File: src/rtl/ad5676_pkg.sv
`default_nettype none
// ============================================================================
// Module      : ad5676_pkg
// Description : Shared constants for the AD5676 SPI back end: DAC command
//               codes, frame width and the shifter state encoding.
// Revision    : 1.0 - initial release
// ============================================================================
package ad5676_pkg;

    // AD5676 command nibbles (frame bits [23:20])
    localparam logic [3:0] CMD_WR_INPUT  = 4'h1;
    localparam logic [3:0] CMD_UPDATE    = 4'h2;
    localparam logic [3:0] CMD_WR_UPDATE = 4'h3;
    localparam logic [3:0] CMD_READBACK  = 4'h9;

    localparam int FRAME_BITS = 24;

    // Shifter state encoding
    localparam int         STATE_W  = 3;
    localparam logic [2:0] ST_IDLE  = 3'd0;
    localparam logic [2:0] ST_SETUP = 3'd1;
    localparam logic [2:0] ST_SHIFT = 3'd2;
    localparam logic [2:0] ST_HOLD  = 3'd3;
    localparam logic [2:0] ST_GAP   = 3'd4;

endpackage
`default_nettype wire

File: src/rtl/ad5676_sck_gen.sv
`default_nettype none
// ============================================================================
// Module      : ad5676_sck_gen
// Description : Half-period timer for the SPI clock. While enabled it emits
//               one strobe every HALF_PERIOD clk cycles; the strobe is
//               reported as sck_fall when sck is currently high and as
//               sck_rise when sck is currently low.
// Ports       : clk, resetn    - clock, async active-low reset
//               en             - count enable (shifter is in SHIFT)
//               sck            - current registered sck level
//               sck_rise/fall  - single-cycle strobes, next edge flips sck
// Revision    : 1.0 - initial release
// ============================================================================
module ad5676_sck_gen #(
    parameter int HALF_PERIOD = 1
) (
    input  logic clk,
    input  logic resetn,
    input  logic en,
    input  logic sck,
    output logic sck_rise,
    output logic sck_fall
);

    localparam logic [3:0] C_RELOAD = 4'(HALF_PERIOD - 1);

    logic [3:0] r_cnt;
    logic       w_tick;

    // Held at the reload value while disabled, so the first half-period
    // after entering SHIFT is always full length.
    always_ff @(posedge clk or negedge resetn) begin
        if (!resetn) begin
            r_cnt <= C_RELOAD;
        end else if (!en || (r_cnt == 4'd0)) begin
            r_cnt <= C_RELOAD;
        end else begin
            r_cnt <= r_cnt - 4'd1;
        end
    end

    assign w_tick   = en && (r_cnt == 4'd0);
    assign sck_rise = w_tick && !sck;
    assign sck_fall = w_tick && sck;

endmodule
`default_nettype wire

File: src/rtl/ad5676_spi_shifter.sv
`default_nettype none
// ============================================================================
// Module      : ad5676_spi_shifter
// Description : SPI serializer for one AD5676 octal DAC. Takes 24-bit frames
//               over valid/ready, shifts them MSB-first on n_cs/sck/mosi and
//               captures 24 bits of readback from miso.
// Ports       : clk, resetn          - clock, async active-low reset
//               frame_valid/ready    - upstream frame handshake
//               frame_data[23:0]     - {cmd[3:0], addr[3:0], data[15:0]}
//               abort                - terminate current frame
//               busy                 - not in IDLE
//               frame_done, rd_valid - one-cycle completion pulses
//               aborted              - sticky, set by a mid-frame abort
//               rd_data[23:0]        - readback of last completed frame
//               n_cs, sck, mosi      - SPI outputs (registered)
//               miso                 - SPI input (used unsynchronized)
// Revision    : 1.0 - initial release
// ============================================================================
module ad5676_spi_shifter
    import ad5676_pkg::*;
#(
    parameter int HALF_PERIOD = 1,
    parameter int CS_SETUP    = 1,
    parameter int CS_HOLD     = 1,
    parameter int CS_HIGH_MIN = 2
) (
    input  logic                  clk,
    input  logic                  resetn,
    input  logic                  frame_valid,
    input  logic [FRAME_BITS-1:0] frame_data,
    output logic                  frame_ready,
    input  logic                  abort,
    output logic                  busy,
    output logic                  frame_done,
    output logic                  aborted,
    output logic [FRAME_BITS-1:0] rd_data,
    output logic                  rd_valid,
    output logic                  n_cs,
    output logic                  sck,
    output logic                  mosi,
    input  logic                  miso
);

    localparam logic [3:0] C_SETUP_RELOAD = 4'(CS_SETUP - 1);
    localparam logic [3:0] C_HOLD_RELOAD  = 4'(CS_HOLD - 1);
    localparam logic [3:0] C_GAP_RELOAD   = 4'(CS_HIGH_MIN - 1);
    localparam logic [4:0] C_LAST_BIT     = 5'(FRAME_BITS - 1);

    logic [STATE_W-1:0]    r_state;
    logic [3:0]            r_cnt;
    logic [4:0]            r_bit_idx;
    logic [FRAME_BITS-1:0] r_sr;
    logic [FRAME_BITS-1:0] r_shadow;
    logic [FRAME_BITS-1:0] r_rd_data;
    logic                  r_n_cs;
    logic                  r_sck;
    logic                  r_mosi;
    logic                  r_done;
    logic                  r_rd_valid;
    logic                  r_aborted;

    logic w_ready;
    logic w_accept;
    logic w_sck_rise;
    logic w_sck_fall;
    logic w_in_frame;

    // Gated by resetn so ready reads low while reset is held and high
    // immediately after release.
    assign w_ready    = resetn && (r_state == ST_IDLE) && !abort;
    assign w_accept   = frame_valid && w_ready;
    assign w_in_frame = (r_state == ST_SETUP) || (r_state == ST_SHIFT) ||
                        (r_state == ST_HOLD);

    ad5676_sck_gen #(
        .HALF_PERIOD (HALF_PERIOD)
    ) u_sck_gen (
        .clk      (clk),
        .resetn   (resetn),
        .en       (r_state == ST_SHIFT),
        .sck      (r_sck),
        .sck_rise (w_sck_rise),
        .sck_fall (w_sck_fall)
    );

    always_ff @(posedge clk or negedge resetn) begin
        if (!resetn) begin
            r_state    <= ST_IDLE;
            r_cnt      <= 4'd0;
            r_bit_idx  <= 5'd0;
            r_sr       <= '0;
            r_shadow   <= '0;
            r_rd_data  <= '0;
            r_n_cs     <= 1'b1;
            r_sck      <= 1'b0;
            r_mosi     <= 1'b0;
            r_done     <= 1'b0;
            r_rd_valid <= 1'b0;
            r_aborted  <= 1'b0;
        end else begin
            r_done     <= 1'b0;
            r_rd_valid <= 1'b0;

            if (abort && (r_state != ST_IDLE)) begin
                r_n_cs  <= 1'b1;
                r_sck   <= 1'b0;
                r_mosi  <= 1'b0;
                r_state <= ST_GAP;
                r_cnt   <= C_GAP_RELOAD;
                if (w_in_frame) begin
                    r_aborted <= 1'b1;
                end
            end else begin
                case (r_state)
                    ST_IDLE: begin
                        if (w_accept) begin
                            r_sr    <= frame_data;
                            r_n_cs  <= 1'b0;
                            r_cnt   <= C_SETUP_RELOAD;
                            r_state <= ST_SETUP;
                        end
                    end

                    // The SETUP exit edge is also the first sck rising edge.
                    ST_SETUP: begin
                        if (r_cnt == 4'd0) begin
                            r_state   <= ST_SHIFT;
                            r_sck     <= 1'b1;
                            r_mosi    <= r_sr[FRAME_BITS-1];
                            r_sr      <= {r_sr[FRAME_BITS-2:0], 1'b0};
                            r_bit_idx <= C_LAST_BIT;
                        end else begin
                            r_cnt <= r_cnt - 4'd1;
                        end
                    end

                    // r_bit_idx counts bits still to send; a rise strobe with
                    // nothing left marks the end of the final low half-period.
                    ST_SHIFT: begin
                        if (w_sck_fall) begin
                            r_sck    <= 1'b0;
                            r_shadow <= {r_shadow[FRAME_BITS-2:0], miso};
                        end else if (w_sck_rise) begin
                            if (r_bit_idx == 5'd0) begin
                                r_state <= ST_HOLD;
                                r_cnt   <= C_HOLD_RELOAD;
                            end else begin
                                r_sck     <= 1'b1;
                                r_mosi    <= r_sr[FRAME_BITS-1];
                                r_sr      <= {r_sr[FRAME_BITS-2:0], 1'b0};
                                r_bit_idx <= r_bit_idx - 5'd1;
                            end
                        end
                    end

                    ST_HOLD: begin
                        if (r_cnt == 4'd0) begin
                            r_n_cs     <= 1'b1;
                            r_mosi     <= 1'b0;
                            r_rd_data  <= r_shadow;
                            r_done     <= 1'b1;
                            r_rd_valid <= 1'b1;
                            r_state    <= ST_GAP;
                            r_cnt      <= C_GAP_RELOAD;
                        end else begin
                            r_cnt <= r_cnt - 4'd1;
                        end
                    end

                    ST_GAP: begin
                        if (r_cnt == 4'd0) begin
                            r_state <= ST_IDLE;
                        end else begin
                            r_cnt <= r_cnt - 4'd1;
                        end
                    end

                    default: begin
                        r_state <= ST_IDLE;
                    end
                endcase
            end
        end
    end

    assign frame_ready = w_ready;
    assign busy        = (r_state != ST_IDLE);
    assign frame_done  = r_done;
    assign rd_valid    = r_rd_valid;
    assign rd_data     = r_rd_data;
    assign aborted     = r_aborted;
    assign n_cs        = r_n_cs;
    assign sck         = r_sck;
    assign mosi        = r_mosi;

endmodule
`default_nettype wire

File: config.mk
export PLATFORM = sky130hd
export DESIGN_NAME = ad5676_spi_shifter
export DESIGN_NICKNAME = d
export VERILOG_FILES = /design/src/rtl/ad5676_pkg.sv /design/src/rtl/ad5676_sck_gen.sv /design/src/rtl/ad5676_spi_shifter.sv
export SDC_FILE = /design/constraint.sdc
export NUM_CORES = 1
export LEC_CHECK = 0
export ABC_AREA = 1
export CAP_MARGIN = 20
export CORE_ASPECT_RATIO = 0.8
export CORE_MARGIN = 8
export CORE_UTILIZATION = 59
export DETAILED_ROUTE_END_ITERATION = 8
export PLACE_DENSITY = 0.85
export RECOVER_POWER = 100
export SYNTH_ARGS = -nofsm -noshare
export SYNTH_HDL_FRONTEND = slang
export SYNTH_SLANG_ARGS = --single-unit
File: constraint.sdc
create_clock -name clk -period 4.6 [get_ports clk]
set_clock_uncertainty 0.1 [all_clocks]
set_input_delay 0.46 -clock clk [delete_from_list [all_inputs] [get_ports clk]]
set_output_delay 0.46 -clock clk [all_outputs]
set_load 0.01 [all_outputs]
==> results of run 1 <==
==> routing by layer <==
metal	global-route usage [%]	share of wire (%)
met1	23.24	45
met2	31.25	47
met3	5.612	6.8
met4	6.630	1.2
met5	0	0
==> sequential cells by signal, indices dropped and copies added (netlist names), 3 cells and up <==
signal	cells
r_bit_idx	5
u_sck_gen.r_cnt	4
r_sr	24
r_cnt	4
rd_data	24
r_state	3
r_shadow	24
==> synthesized netlist by cell type, types with 2 or more instances <==
cell type    n
a21oi_1      3
buf_2        9
buf_4        6
buf_6        6
clkbuf_1     6
dfrtp_1     92
ha_1         4
inv_1       50
inv_2        3
nand2_1    215
nand2_2      3
nand2_4      3
nand3_1     72
nand3_4      2
nor2_1      21
nor2_2       6
nor2_8       2
o211ai_1     2
o21ai_0     43
o21ai_1      8
or2_2        3
xor2_1       2
==> final cells by class <==
cell class	instances	area [um2]	share of cell area [%]
clock inverters	6	68.82	1.303
flip-flops and latches	93	2328	44.08
clock buffers	10	137.6	2.605
multi-input cells	394	1773	33.56
inverters	55	209.0	3.955
well taps	105	131.4	2.487
repair buffers	65	634.4	12.01
==> repair_timing <==
item,in CTS,in global routing
hold endpoints to repair,20,0
hold buffers,1,0
buffers inserted,0,0
==> worst paths after layout <==
kind	start	to	slack, ps
hold reg to reg	u_sck_gen.r_cnt[0]	u_sck_gen.r_cnt[0]	350
min in group asynchronous	resetn	r_sr[3]	800
max in group asynchronous	resetn	rd_data[18]	2070
setup / recovery	resetn	frame_ready	1210
hold / removal	u_sck_gen.r_cnt[0]	u_sck_gen.r_cnt[0]	350
setup reg to reg	r_state[0]	r_sr[9]	1460
==> worst max-delay path, cell delays in order <==
cell and delay [ps]:
dlygate4sd3_1 520, clkbuf_1 930, nand2_1 120, nor2_1 170, dlygate4sd3_1 630
==> through the flow <==
| stage | std cells | utilization [%] | area (um2) |
|---|---|---|---|
| after floorplan | 569 | - | 4537 |
| after global placement | 710 | 68.78 | 5109 |
| after detailed placement | 710 | 68.78 | 5109 |
| after CTS | 727 | 71.70 | 5325 |
| after global routing | 728 | 71.13 | 5283 |
| final | 728 | 71.13 | 5283 |
==> cell families after synthesis <==
family          after synthesis
fa+ha+maj                     4
xor+xnor                      2
buf+inv                      82
flops                        93
compound gates               58
simple gates                330
==> power groups by stage <==
stage                     logic [W]  registers, W  clock network (W)
after floorplan            0.000931       0.00110                  0
after global placement      0.00108       0.00113                  0
after detailed placement    0.00112       0.00114                  0
after CTS                   0.00114       0.00112           0.000576
after global routing        0.00126       0.00114           0.000606
final                       0.00111       0.00112           0.000558
==> metrics.txt, run 1 <==
outcome=completed; Power Total=0.002785 W; Fin. Hold Viols=0; most frequent cells in the layout=nand2_1 (219), dfrtp_1 (92), nand3_1 (72); Boundary Pins=61; minimum hold slack=349.1 ps; Fillers=583; YS warnings=0; Placer Congestion=0.8775; Critical Path Fanout Max=24; CP Data Required Time=4040 ps; via/cell ratio=roughly 5.2; Synth Area in Adders=1.103%; Core Area=0.007427 mm2; DRC Markers=0; mean post-synth cell area=7.973 um2; CTS tree=yes; Yosys top cell area share=50.74%; number of buffers created by CTS=9; DRT Wirelength=between 9000 and 10000 um; die height=94.43 um; via count=between 3000 and 4000; post-synthesis mux area share=0%; Place WS=1952 ps; Clk pwr share=20.0%; post-route ant nets=0; Comb pwr share=about two fifths; root buf cell=clkbuf_8; Compound-Gate Fraction of Synth Area=about 6.7%; Max Cap Violations=0; critical path class=input pin to primary output; leakage dissipation=2.739 nW; clock buffer depth=2; Hold Path Depth=1; Slew HR=14.81%; post-synth top area cell=dfrtp_1; Seq cells post-synth=93; dominant cells by area after synthesis=dfrtp_1 (51%), nand2_1 (18%), nand3_1 (7.9%); crit end category=primary output; Final WS setup=1206 ps; largest net degree at the start of global routing=73; Max Fclk=between 200 and 300 MHz; Slew Viols, Final=0; switching power=0.001144 W; main combinational cell family by area after synthesis=simple AND/OR/NAND/NOR gates; Hold WC Path Type=register to register; Reg clk slew, reported paths=80 ps; GRT overflow=0; gr usage total=18.87%; CTS resizes=0; Most used DFF post-synth=dfrtp_1; Port-buffer cells=60; crit share post-route=73.77%; DP Wirelength=6517 um; Worst EP arrival=2830 ps; Synth Area in XOR/XNOR=less than 1%; Max H-tree Level=3; number of synthesized flops with an enable pin=0; synth unique cells=30; first-pass GRT wire length=16550 um; die area=0.01077 mm2; floorplan row count=28; CP Launch Type=input pin; final setup violation count=0; Synth Area in Simple Gates=a little under a third; post-layout minimum cycle time=3394 ps; Peak VDD IR=298.2 uV; clock latency at the later pin of the worst-skew pair=350 ps; setup_tns=0 ps; Pwr Density=527.3 mW/mm2; initial antenna violation count=0; cell area after synthesis=0.004537 mm2; Synth Net Count=~600; Starting Density=61.08%; Net Sw Frac=41.06%; RSZ-0062 raised after global routing=false; post-synthesis sequential area ratio=51.32%; R2R depth=9; Power Internal=0.001642 W; drt pass-1 iters=5; drt initial violations=193; Synth Instances=569; fin nets=651; vias in the first global route=about 3700; commonest non-fill, non-tap cell in the layout=nand2_1; Reg power frac=40.1%; Synth async-reset ratio=100.0%; Area Growth Syn to Fin=16.44%; Slew @ Worst Pin=1278 ps; share of layout cells above drive strength 1=5.778%; Clock Sinks=93; Antenna Diode Count=0; chip width=approximately 110 um; DR WL/cell=13.34 um
No activity file was read; power rests on OpenSTA's default activity.
==> inputs of run 2 (changes only) <==
CORE_UTILIZATION = 55   (was 59)
PLACE_DENSITY = 0.8   (was 0.85)
clock period = 3.3 ns   (was 4.6 ns; I/O delays follow)
==> metrics.txt, run 2 (same netlist as run 1, synthesis figures left out) <==
Reg clk slew, reported paths=100 ps; final setup violation count=0; chip width=117.5 um; floorplan row count=29; Worst path max stage delay=~640 ps; Worst EP arrival=2130 ps; CP Buf/Inv Count=3; via count=3697; crit end category=primary output; outcome=complete, but fails checks; Peak VDD IR=481.7 uV; drt initial violations=220; Port-buffer cells=60; initial antenna violation count=0; die height=97.24 um; Max H-tree Level=3; crit-path most repeated cell=dlygate4sd3_1; Critical Path Fanout Max=33; cell chain of the critical path=dlygate4sd3_1, buf_4, nand2_1, nor2_1, dlygate4sd3_1; DRC Markers=0; leakage dissipation=2.748 nW; DR WL/cell=between 10 and 15 um; critical path class=input pin to primary output; setup_tns=0 ps; Hold WC Path Type=input pin to async pin; Slew Viols, Final=64; Area Growth Syn to Fin=16.91%; number of buffers created by CTS=9; via/cell ratio=5.057; Boundary Pins=61; first-pass GRT wire length=~17000 um; Starting Density=56.83%; share of layout cells above drive strength 1=under 10%; CP Launch Type=input pin; Antenna Diode Count=0; post-route ant nets=0; failing checks=capacitance limit, slew limit; Max Fclk=around 390 MHz; CP Data Required Time=around 2900 ps; CTS tree=yes; Clock Sinks=just over 90; root buf cell=clkbuf_8; die area=0.01143 mm2; Pwr Density=733.8 mW/mm2; Slew HR=-3.317%; largest net degree at the start of global routing=64; crit share post-route=about 78%; CTS resizes=0; DP Wirelength=6579 um; finished layout cell area=between 0.005 and 0.006 mm2; post-layout util=between 60 and 70%; Fin. Hold Viols=0; clock buffer depth=2; clock latency at the later pin of the worst-skew pair=between 300 and 400 ps; critical path's top delay family=buffers and inverters; DP Area=~0.005 mm2; most frequent cells in the layout=nand2_1 (215), dfrtp_1 (92), nand3_1 (72); fin nets=651; Max Cap Violations=1; CP max-delay cell=dlygate4sd3_1; post-layout minimum cycle time=2559 ps; vias in the first global route=between 3000 and 4000; GRT overflow=0; gr usage total=17.30%; DRT Wirelength=9653 um; Placer Congestion=0.9291; drt pass-1 iters=4; commonest non-fill, non-tap cell in the layout=nand2_1; RSZ-0062 raised after global routing=false; Slew @ Worst Pin=1550 ps; Core Area=0.007983 mm2
[run 2: worst paths after layout]
kind | startpoint | to | slack, ps | cells after the start
max | resetn | frame_ready | 740 | 5
min | resetn | r_sr[5] | 330 | 2
max reg2reg | r_state[2] | r_shadow[7] | 790 | 6
min reg2reg | u_sck_gen.r_cnt[0] | u_sck_gen.r_cnt[0] | 350 | 1
max in group asynchronous | resetn | r_shadow[14] | 920 | 3
min in group clk | u_sck_gen.r_cnt[0] | u_sck_gen.r_cnt[0] | 350 | 1
[run 2: layout make-up]
type,count,area [um2]
Clock buffer,9,123.9
Clock inverter,7,91.34
Fill cell,687,2679
Inverter,55,207.7
Multi-Input combinational cell,394,1789
Sequential cell,93,2328
Tap cell,108,135.1
Timing Repair Buffer,65,628.1
[run 2: through the flow]
| stage | instances | hold WS, ps | setup slack (ps) | total power (W) |
|---|---|---|---|---|
| after global placement | 714 | 192.5 | 987.8 | 0.003084 |
| after global routing | 731 | 359.1 | 528.3 | 0.004200 |
| after detailed placement | 714 | 197.3 | 901.9 | 0.003155 |
| after floorplan | 569 | -65.59 | 1677 | 0.002835 |
| final | 731 | 333.2 | 741.0 | 0.003892 |
| after CTS | 731 | 337.0 | 759.3 | 0.003976 |
[run 2: layer usage]
layer / up-vias / track usage [%] / share of wire, %
met1: 1724 / 22.11 / 47
li1: 1879 / - / -
met3: 12 / 5.343 / 4.8
met4: 0 / 5.697 / 1.4
met2: 82 / 27.37 / 46
met5: - / 0 / 0
[run 2: worst register-to-register path: stages (launching register included)]
cell and delay [ps]:
dfrtp_1 470, nor2_1 350, nand2_4 280, nor2_1 280, nand2_1 90, clkbuf_2 470, o21ai_0 370
[run 2: what timing repair did]
item	in CTS	in global routing
hold buffers	1	0
buffers inserted	0	0
endpoints found under the setup margin	0	0
endpoints found under the hold margin	30	0
[run 2: power breakdown]
group | internal [W] | switching, W | leakage, nW
combinational | 0.000513 | 0.00102 | 1.41
sequential | 0.00140 | 0.000163 | 1.23
clock | 0.000368 | 0.000435 | 0.105
